**src/rtl/seq_detect_ctrl_pkg.sv**
```systemverilog
// Shared definitions for the sequence-detector frame controller.
// Holds the FSM state encoding and the default frame and counter sizes.
package seq_detect_ctrl_pkg;

    typedef enum logic [1:0] {
        ST_IDLE  = 2'b00,
        ST_SHIFT = 2'b01,
        ST_WAIT  = 2'b10,
        ST_DONE  = 2'b11
    } state_e;

    localparam int DEF_FRAME_LEN = 8;
    localparam int DEF_CNT_W     = 4;

endpackage

```
**src/rtl/piso_shift.sv**
```systemverilog
// Parallel-in serial-out register, MSB first; zeros fill from the LSB end
// so the output naturally falls to 0 once the frame has been shifted out.
module piso_shift #(
    parameter int WIDTH = 8
) (
    input  logic             clk,
    input  logic             rst,
    input  logic             load,
    input  logic             shift,
    input  logic [WIDTH-1:0] data,
    output logic             msb
);

    logic [WIDTH-1:0] sreg_q;
    logic [WIDTH-1:0] sreg_d;

    generate
        for (genvar gi = 0; gi < WIDTH; gi++) begin : g_bit
            if (gi == 0) begin : g_lsb
                assign sreg_d[gi] = load ? data[gi] : (shift ? 1'b0 : sreg_q[gi]);
            end else begin : g_upper
                assign sreg_d[gi] = load ? data[gi] : (shift ? sreg_q[gi-1] : sreg_q[gi]);
            end
        end
    endgenerate

    always_ff @(posedge clk) begin
        if (rst) begin
            sreg_q <= '0;
        end else begin
            sreg_q <= sreg_d;
        end
    end

    assign msb = sreg_q[WIDTH-1];

endmodule

```
**src/rtl/seq_detect_ctrl.sv**
```systemverilog
// Frame controller: serialises a parallel frame into an external Moore
// sequence detector and counts the matches it reports during the frame.
module seq_detect_ctrl
    import seq_detect_ctrl_pkg::*;
#(
    parameter int FRAME_LEN = DEF_FRAME_LEN,
    parameter int CNT_W     = DEF_CNT_W
) (
    input  logic                 clk,
    input  logic                 rst,
    input  logic                 start,
    input  logic                 mode,
    input  logic [FRAME_LEN-1:0] data,
    input  logic                 z_in,
    output logic                 x_out,
    output logic                 btn_out,
    output logic                 busy,
    output logic                 done,
    output logic [CNT_W-1:0]     match_cnt
);

    localparam int                IDX_W    = $clog2(FRAME_LEN);
    localparam logic [IDX_W-1:0]  LAST_IDX = IDX_W'(FRAME_LEN - 1);
    localparam logic [CNT_W-1:0]  CNT_MAX  = '1;

    state_e             state_q;
    logic [IDX_W-1:0]   idx_q;
    logic [CNT_W-1:0]   cnt_q;
    logic [CNT_W-1:0]   cnt_d;
    logic               btn_q;
    logic               busy_q;
    logic               done_q;

    logic               accept;
    logic               shift_en;
    logic               count_en;
    logic               msb;

    assign accept   = (state_q == ST_IDLE) && start;
    assign shift_en = (state_q == ST_SHIFT);

    // The detector answers one cycle late: z during bit 0 belongs to the
    // previous traffic, and the last bit's answer arrives during WAIT.
    assign count_en = z_in && (((state_q == ST_SHIFT) && (idx_q != '0)) ||
                               (state_q == ST_WAIT));

    always_comb begin
        cnt_d = cnt_q;
        if (accept) begin
            cnt_d = '0;
        end else if (count_en && (cnt_q != CNT_MAX)) begin
            cnt_d = cnt_q + CNT_W'(1);
        end
    end

    piso_shift #(
        .WIDTH (FRAME_LEN)
    ) u_piso (
        .clk   (clk),
        .rst   (rst),
        .load  (accept),
        .shift (shift_en),
        .data  (data),
        .msb   (msb)
    );

    always_ff @(posedge clk) begin
        if (rst) begin
            state_q <= ST_IDLE;
            idx_q   <= '0;
            cnt_q   <= '0;
            btn_q   <= 1'b0;
            busy_q  <= 1'b0;
            done_q  <= 1'b0;
        end else begin
            cnt_q  <= cnt_d;
            done_q <= 1'b0;
            case (state_q)
                ST_IDLE: begin
                    if (start) begin
                        state_q <= ST_SHIFT;
                        idx_q   <= '0;
                        btn_q   <= mode;
                        busy_q  <= 1'b1;
                    end
                end
                ST_SHIFT: begin
                    if (idx_q == LAST_IDX) begin
                        state_q <= ST_WAIT;
                        idx_q   <= '0;
                    end else begin
                        idx_q <= idx_q + IDX_W'(1);
                    end
                end
                ST_WAIT: begin
                    state_q <= ST_DONE;
                    done_q  <= 1'b1;
                end
                ST_DONE: begin
                    state_q <= ST_IDLE;
                    busy_q  <= 1'b0;
                end
                default: begin
                    state_q <= ST_IDLE;
                    busy_q  <= 1'b0;
                end
            endcase
        end
    end

    // The shift register empties itself, so its MSB is already 0 outside SHIFT.
    assign x_out     = msb;
    assign btn_out   = btn_q;
    assign busy      = busy_q;
    assign done      = done_q;
    assign match_cnt = cnt_q;

endmodule

```
**config.mk**
```make
export PLATFORM = sky130hd
export DESIGN_NAME = seq_detect_ctrl
export DESIGN_NICKNAME = d
export VERILOG_FILES = /design/src/rtl/seq_detect_ctrl_pkg.sv /design/src/rtl/piso_shift.sv /design/src/rtl/seq_detect_ctrl.sv
export SDC_FILE = /design/constraint.sdc
export NUM_CORES = 1
export LEC_CHECK = 0
export ABC_AREA = 0
export BUFFER_PORTS_ARGS = -buffer_cell sky130_fd_sc_hd__buf_2
export CAP_MARGIN = 20
export CORE_UTILIZATION = 50
export CTS_BUF_LIST = sky130_fd_sc_hd__clkbuf_4 sky130_fd_sc_hd__clkbuf_8
export DETAILED_ROUTE_END_ITERATION = 16
export PLACE_DENSITY_LB_ADDON = 0.05
export RECOVER_POWER = 50
export SLEW_MARGIN = 20
export SYNTH_ARGS = -nofsm -noshare
export SYNTH_HDL_FRONTEND = slang
export SYNTH_SLANG_ARGS = --single-unit
```
**constraint.sdc**
```tcl
create_clock -name clk -period 1.51 [get_ports clk]
set_input_delay 0.151 -clock clk [delete_from_list [all_inputs] [get_ports clk]]
set_output_delay 0.151 -clock clk [all_outputs]
set_load 0.01 [all_outputs]
```
==> results by group, run 1 <==
Run status
  – Status: finished clean

Final layout
  – Fillers: 164
  – Final non-filler cell total: 159
  – Multi-input logic area: 580.6 sq um
  – Layout overhead on the synthesized area: 24.34%
  – Share of post-route cells with drive strength above 1: 29.10%
  – Core Util, Final: 68.82%
  – Post-route cell area: 1240 sq um
  – N_diodes: 0
  – Flip-flop and latch area: 409.1 sq um
  – Nets@finish: 156

Logic synthesis
  – Post-Syn Nets: 130
  – Top cells by area, synth: dfxtp_1, ha_1, mux2i_1, a211oi_1, nor2_1
  – Synth Instances: 109
  – Mapped Area: 997.2 sq um
  – Post-synth top cells: dfxtp_1, nor2_1, mux2i_1, ha_1, a211oi_1
  – Yosys top cell by area: dfxtp_1
  – Ys async rst share: 0%
  – Cell variety after synth: 27
  – Number of synthesized register bits: 20
  – Syn. warnings: 0
  – Avg Cell Area, Syn: 9.149 sq um
  – Most numerous cell in the Yosys netlist: dfxtp_1
  – Post-synth EDFFs: 0
  – Most common flop cell mapped by yosys: dfxtp_1
  – Seq/Total Area, Yosys: 40.15%
  – Top cell type's share of synthesized area: 40.15%

Clock network
  – CTS Buf Count: 3
  – TritonCTS clock tree: built
  – Clk buf depth: 2
  – Clock Root Buffer: clkbuf_4
  – H-tree levels: 1
  – Hold_buf cts: 0
  – TritonCTS sink count: 20
  – Clock transition at path regs: 0.12 ns
  – Worst skew pair latency: 0.30 ns

Placement
  – Placed Area: 1144 sq um
  – DP Wirelength: 1377 microns
  – PortBufs: 20
  – GPL Wtd Cong: 0.7389
  – Setup Slack @ Placement: -0.05807 ns
  – Placed insts: 154

STA
  – Endpoints failing setup: 0
  – Hold Fails Final Rpt: 0
  – Maximum clock rate: 0.6925 GHz
  – Period Utilization, post-route: 95.63%
  – Setup TNS: 0 ns
  – Pins Over Slew Limit: 0
  – RSZ-0062 raised after global routing: false
  – Worst slew pin tran: 0.2489 ns
  – Max-slew headroom: 83.39%
  – Min Tclk post-route: 1.444 ns
  – Final worst slack: 0.06604 ns
  – Clock Skew: 0.003921 ns

Floorplanning
  – Row Count: 15
  – Die area: 2177 sq um
  – I/O pin count: 21
  – Die X-Extent: 46.66 microns
  – CORE AREA: 1802 sq um
  – Initial Util: 55.35%
  – Die H: 46.66 microns

Critical path
  – Worst R2R Start: state_q[0]$_SDFFE_PP0P_
  – Reg2reg setup slack: 0.07 ns
  – Kind of critical path: flop to flop
  – Critical path buffer and inverter count: 1
  – R2R depth: 5
  – R2r endpoint: match_cnt[3]$_SDFFE_PP0P_
  – CP endpoint kind: flop
  – CP cell instances: inv_2 > ha_4 > o21ai_2 > or3_1 > o311a_1
  – Worst EP required: 1.71 ns
  – CP endpoint: match_cnt[3]$_SDFFE_PP0P_
  – Worst path slowest cell: dfxtp_2
  – CP Max Fanout: 4
  – CP max stage delay: 0.36 ns
  – WP data arrival: 1.64 ns
  – Kind of cell adding the most delay to the critical path: compound AO/OA/AOI/OAI gates
  – Critical path depth: 5
  – Crit path launch: state_q[0]$_SDFFE_PP0P_
  – CP Launch Type: flop

Power
  – Pwr dens: 1650 nW/um^2
  – VDD IR-drop max: 0.8803 mV
  – Pleak: 0.5062 nW

Worst hold path
  – Hold Path Class: input port to flop
  – Hold_sp: mode

GRT
  – Initial antenna violation count: 0
  – Grt total ovfl: 0
  – First-pass GRT wire length: 3091 microns
  – Overall Global Routing Usage: 20.21%
  – Vias in the first global route: 744
  – Largest net degree at the start of global routing: 17

Job
  – Max-cap violations: 0

Routing
  – DR DRC count: 0
  – DRT iter0 DRCs: 11
  – Vias: 850
  – Routed len/inst: 12.19 microns
  – First drt pass iteration count: 4
  – Final ANT Viol Nets: 0
  – Final WL: 1938 microns
  – Drt via density: 5.346
## per-stage QoR
step	hold slack [ns]	power, W
2_1_floorplan	0.2985	0.001317
3_3_place_gp	0.4051	0.001493
3_5_place_dp	0.4142	0.001523
4_1_cts	0.07181	0.002002
5_1_grt	0.08754	0.002185
6_report	0.08300	0.002046
## layout by cell type, fill, tap and decap left out, types with 5 or more instances in the layout
cell	count
dfxtp_1	15
buf_2	13
nor2_1	11
mux2i_1	9
a211oi_1	7
clkbuf_1	7
buf_4	7
nand2_1	6
nand3_1	5
a21oi_1	5
ha_1	5
## worst min-delay path, stage by stage
cell	delay (ns)
buf_2	0.09
nand3_1	0.05
a21oi_1	0.05
## logic make-up (layout without fill, tap and decap cells)
kind of cell / Yosys count / in the layout / synth area share [%]
simple gates: 37 / 37 / 18.95
compound gates: 22 / 22 / 15.56
flops: 20 / 20 / 40.15
buf+inv: 12 / 37 / 5.270
mux: 10 / 10 / 10.04
fa+ha+maj: 8 / 8 / 10.04
## how the worst min path moves through the flow
stage / endpoint / slack, ns / cells after the start
after detailed placement: btn_out$_SDFFE_PP0P_ / 0.41 / 3
final: btn_out$_SDFFE_PP0P_ / 0.08 / 3
after global routing: btn_out$_SDFFE_PP0P_ / 0.09 / 3
after floorplan: btn_out$_SDFFE_PP0P_ / 0.30 / 2
after CTS: btn_out$_SDFFE_PP0P_ / 0.07 / 3
after global placement: btn_out$_SDFFE_PP0P_ / 0.41 / 3
## registers in the layout, summed over array words and instances (netlist names)
name           count
match_cnt          4
btn_out            1
u_piso.sreg_q      8
done               1
busy               1
state_q            2
idx_q              3
## power by group
group          internal, W  switching, W
Sequential        0.000666     0.0000843
Clock             0.000268      0.000172
Combinational     0.000392      0.000463
Total              0.00133      0.000719
## routing by layer
metal	GRT usage (%)	routed length [microns]
met2	33.89	968
met4	6.857	0
met1	25.90	904
met5	0	0
met3	3.529	64
## timing repair
item / in CTS / in global routing
setup endpoints to repair: 4 / 13
resized for setup: 6 / 10
buffers inserted: 1 / 0
pin swaps: 0 / 2
gates cloned: 0 / 0
## cell type report
class | instances | share of cell area [%]
Clock buffer | 3 | 1.816
Clock inverter | 1 | 2.422
Inverter | 6 | 1.816
Multi-Input combinational cell | 77 | 46.82
Sequential cell | 20 | 33.00
Tap cell | 25 | 2.523
Timing Repair Buffer | 27 | 11.60
(Power assumes the default switching activity.)
==> run 2: changes to the inputs <==
Settings changed: ABC_AREA 0 to 1.
==> run 2 against run 1 <==
Compared with the run above:
- design area shrank 8.1%
- register-to-register slack gained 0.09 ns
- first-iteration DRC count shrank 18%
- setup slack gained 0.094 ns
- sequential power grew 2%
- worst hold slack gained 0.018 ns
- routed wire length shrank 5.4%
- power shrank 9.3%
- clock-buffer cell count grew 1
- largest cell class unchanged
- largest power group unchanged
==> results by group, run 2 <==
Power
  – Total power draw: 0.001854 W (was 0.002046 W)
  – Pwr dens: 1627 nW/um^2 (was 1650 nW/um^2)
  – VDD IR-drop max: 1.395 mV (was 0.8803 mV)
  – Pleak: 0.5038 nW (was 0.5062 nW)

Clock network
  – H-tree levels: 1 (unchanged)
  – TritonCTS clock tree: built (unchanged)
  – CTS Buf Count: 3 (unchanged)
  – Clk buf depth: 2 (unchanged)
  – Clock Root Buffer: clkbuf_4 (unchanged)
  – Worst skew pair latency: 0.30 ns (about the same)
  – TritonCTS sink count: 20 (unchanged)
  – Clock transition at path regs: 0.11 ns (was 0.12 ns)
  – Hold_buf cts: 0 (unchanged)

GRT
  – M3 GR Usage: 6.923% (was 3.529%)
  – Overall Global Routing Usage: 21.07% (was 20.21%)
  – Grt total ovfl: 0 (unchanged)
  – Largest net degree at the start of global routing: 13 (was 17)
  – Initial antenna violation count: 0 (unchanged)
  – Met1 Use GR: 23.44% (was 25.90%)
  – Layer with the highest usage: met2 (unchanged)
  – First-pass GRT wire length: 3208 microns (was 3091 microns)
  – Met2 usage: 37.78% (was 33.89%)
  – Vias in the first global route: 811 (was 744)

Critical path
  – Kind of critical path: flop to flop (unchanged)
  – Worst EP required: 1.71 ns (about the same)
  – R2R depth: 6 (was 5)
  – WP data arrival: 1.55 ns (was 1.64 ns)
  – Worst R2R Start: state_q[0]$_SDFFE_PP0P_ (unchanged)
  – CP Launch Type: flop (unchanged)
  – CP endpoint kind: flop (unchanged)
  – R2r endpoint: idx_q[0]$_SDFFE_PP0P_ (was match_cnt[3]$_SDFFE_PP0P_)
  – Reg2reg setup slack: 0.16 ns (was 0.07 ns)
  – CP Max Fanout: 6 (was 4)

Routing
  – DR DRC count: 0 (unchanged)
  – DRT iter0 DRCs: 9 (was 11)
  – Final WL: 1834 microns (was 1938 microns)
  – Routed len/inst: 10.42 microns (was 12.19 microns)
  – Drt via density: 4.938 (was 5.346)
  – Vias: 869 (was 850)
  – First drt pass iteration count: 4 (unchanged)
  – Final ANT Viol Nets: 0 (unchanged)

Final layout
  – Most common cell after layout, fill and taps aside: nand2_1 (was dfxtp_1)
  – Share of post-route cells with drive strength above 1: 17.88% (was 29.10%)
  – Multi-input logic area: 514.2 sq um (was 580.6 sq um)
  – Layout overhead on the synthesized area: 13.73% (was 24.34%)
  – N_diodes: 0 (unchanged)
  – Nets@finish: 173 (was 156)
  – Flip-flop count of the largest register after layout: 8 (unchanged)
  – Flip-flop and latch area: 400.4 sq um (was 409.1 sq um)
  – Fillers: 179 (was 164)
  – Largest Register: u_piso.sreg_q (unchanged)
  – Most frequent cells in the layout: nand2_1, dfxtp_1, a21oi_1 (was dfxtp_1, buf_2, nor2_1)

Floorplanning
  – Row Count: 15 (unchanged)
  – Initial Util: 55.62% (was 55.35%)
  – CORE AREA: 1802 sq um (unchanged)
  – I/O pin count: 21 (unchanged)
  – Die H: 46.77 microns (was 46.66 microns)
  – Die X-Extent: 46.77 microns (was 46.66 microns)
  – Die area: 2187 sq um (was 2177 sq um)

Placement
  – GPL Wtd Cong: 0.8093 (was 0.7389)
  – DP Wirelength: 1421 microns (was 1377 microns)
  – PortBufs: 20 (unchanged)

STA
  – Worst slew pin tran: 0.2768 ns (was 0.2489 ns)
  – Min Tclk post-route: 1.350 ns (was 1.444 ns)
  – Endpoints failing setup: 0 (unchanged)
  – Max-slew headroom: 81.53% (was 83.39%)
  – Period Utilization, post-route: 89.41% (was 95.63%)
  – Hold Fails Final Rpt: 0 (unchanged)
  – Maximum clock rate: 0.7407 GHz (was 0.6925 GHz)
  – RSZ-0062 raised after global routing: false (unchanged)
  – Pins Over Slew Limit: 0 (unchanged)
  – Clock Skew: 0.002027 ns (was 0.003921 ns)
  – Setup TNS: 0 ns (unchanged)

Logic synthesis
  – Yosys top cell by area: dfxtp_1 (unchanged)
  – Post-synth top cells: nand2_1, dfxtp_1, a21oi_1, inv_1, nor2_1 (was dfxtp_1, nor2_1, mux2i_1, ha_1, a211oi_1)
  – Most numerous cell in the Yosys netlist: nand2_1 (was dfxtp_1)
  – Avg Cell Area, Syn: 7.769 sq um (was 9.149 sq um)
  – Number of synthesized register bits: 20 (unchanged)
  – Ys async rst share: 0% (unchanged)
  – Top cells by area, synth: dfxtp_1, ha_1, a21oi_1, nand2_1, inv_1 (was dfxtp_1, ha_1, mux2i_1, a211oi_1, nor2_1)
  – Most common flop cell mapped by yosys: dfxtp_1 (unchanged)
  – Seq/Total Area, Yosys: 39.95% (was 40.15%)
  – Mapped Area: 1002 sq um (was 997.2 sq um)
  – Cell variety after synth: 20 (was 27)
  – Synth Instances: 129 (was 109)
  – Post-Syn Nets: 150 (was 130)
  – Post-synth EDFFs: 0 (unchanged)
  – Top cell type's share of synthesized area: 39.95% (was 40.15%)
  – Syn. warnings: 0 (unchanged)

Job
  – Max-cap violations: 0 (unchanged)

Worst hold path
  – Hold_sp: mode (unchanged)
  – Hold depth: 3 (unchanged)
  – Hold Path Class: input port to flop (unchanged)
  – WHS Endpoint: btn_out$_SDFFE_PP0P_ (unchanged)

Run status
  – Status: finished clean (unchanged)
[run 2: worst max path at each step]
stage / from / end / slack [ns] / cells after the start
floorplan: state_q[0]$_SDFFE_PP0P_ / u_piso.sreg_q[1]$_SDFFE_PP0P_ / 0.26 / 7
global placement: state_q[0]$_SDFFE_PP0P_ / match_cnt[0]$_SDFFE_PP0P_ / 0.16 / 7
detailed placement: state_q[0]$_SDFFE_PP0P_ / match_cnt[1]$_SDFFE_PP0P_ / 0.08 / 7
CTS: state_q[0]$_SDFFE_PP0P_ / match_cnt[1]$_SDFFE_PP0P_ / 0.06 / 7
global route: state_q[0]$_SDFFE_PP0P_ / state_q[0]$_SDFFE_PP0P_ / 0.03 / 6
finish: state_q[0]$_SDFFE_PP0P_ / idx_q[0]$_SDFFE_PP0P_ / 0.16 / 6
[run 2: layout make-up]
class	count	area share (%)
Tap cell	25	2.744
Inverter	16	5.269
Sequential cell	20	35.13
Multi-Input combinational cell	90	45.12
Clock buffer	4	3.183
Timing Repair Buffer	21	8.562
[run 2: cells by family (layout without fill, tap and decap cells)]
family	count (synthesis)	count (layout)	share of synthesized area, %
buffers and inverters	19	41	9.239
and+or+nand+nor	48	48	21.22
adders and majority gates	8	8	9.988
DFF	20	20	39.95
AOI/OAI and AO/OA	32	32	17.85
xor gates and xnor gates	2	2	1.748
[run 2: metal layers]
metal	up-vias	wire length (microns)
met4	0	23
met3	4	103
met1	381	862
met5	-	0
met2	20	844
li1	464	-
[run 2: power by group]
group / total [W] / leakage, nW / switching, W / internal [W]
combinational: 0.000776 / 0.319 / 0.000487 / 0.000289
sequential: 0.000766 / 0.164 / 0.0000967 / 0.000670
clock: 0.000312 / 0.0210 / 0.000164 / 0.000147
[run 2: per-stage QoR]
step	instance area (sq um)	instances	setup slack, ns	utilization [%]	hold slack, ns
after global routing	1140	176	0.02575	63.26	0.1011
after CTS	1147	176	0.05999	63.68	0.09496
after global placement	1111	172	0.1624	61.67	0.4116
final	1140	176	0.1600	63.26	0.1009
after floorplan	1002	129	0.2627	-	0.3101
after detailed placement	1111	172	0.08311	61.67	0.4157
[run 2: worst max-delay path, stage by stage, from the launching register on]
cell	delay [ns]
dfxtp_1	0.40
inv_1	0.08
ha_2	0.23
nand2_1	0.20
o21ai_2	0.12
o21ai_0	0.17
a21oi_1	0.06
[run 2: timing repair]
action	in CTS	in global routing
gates resized for setup	0	3
setup buffers	0	0
setup endpoints to repair	0	5
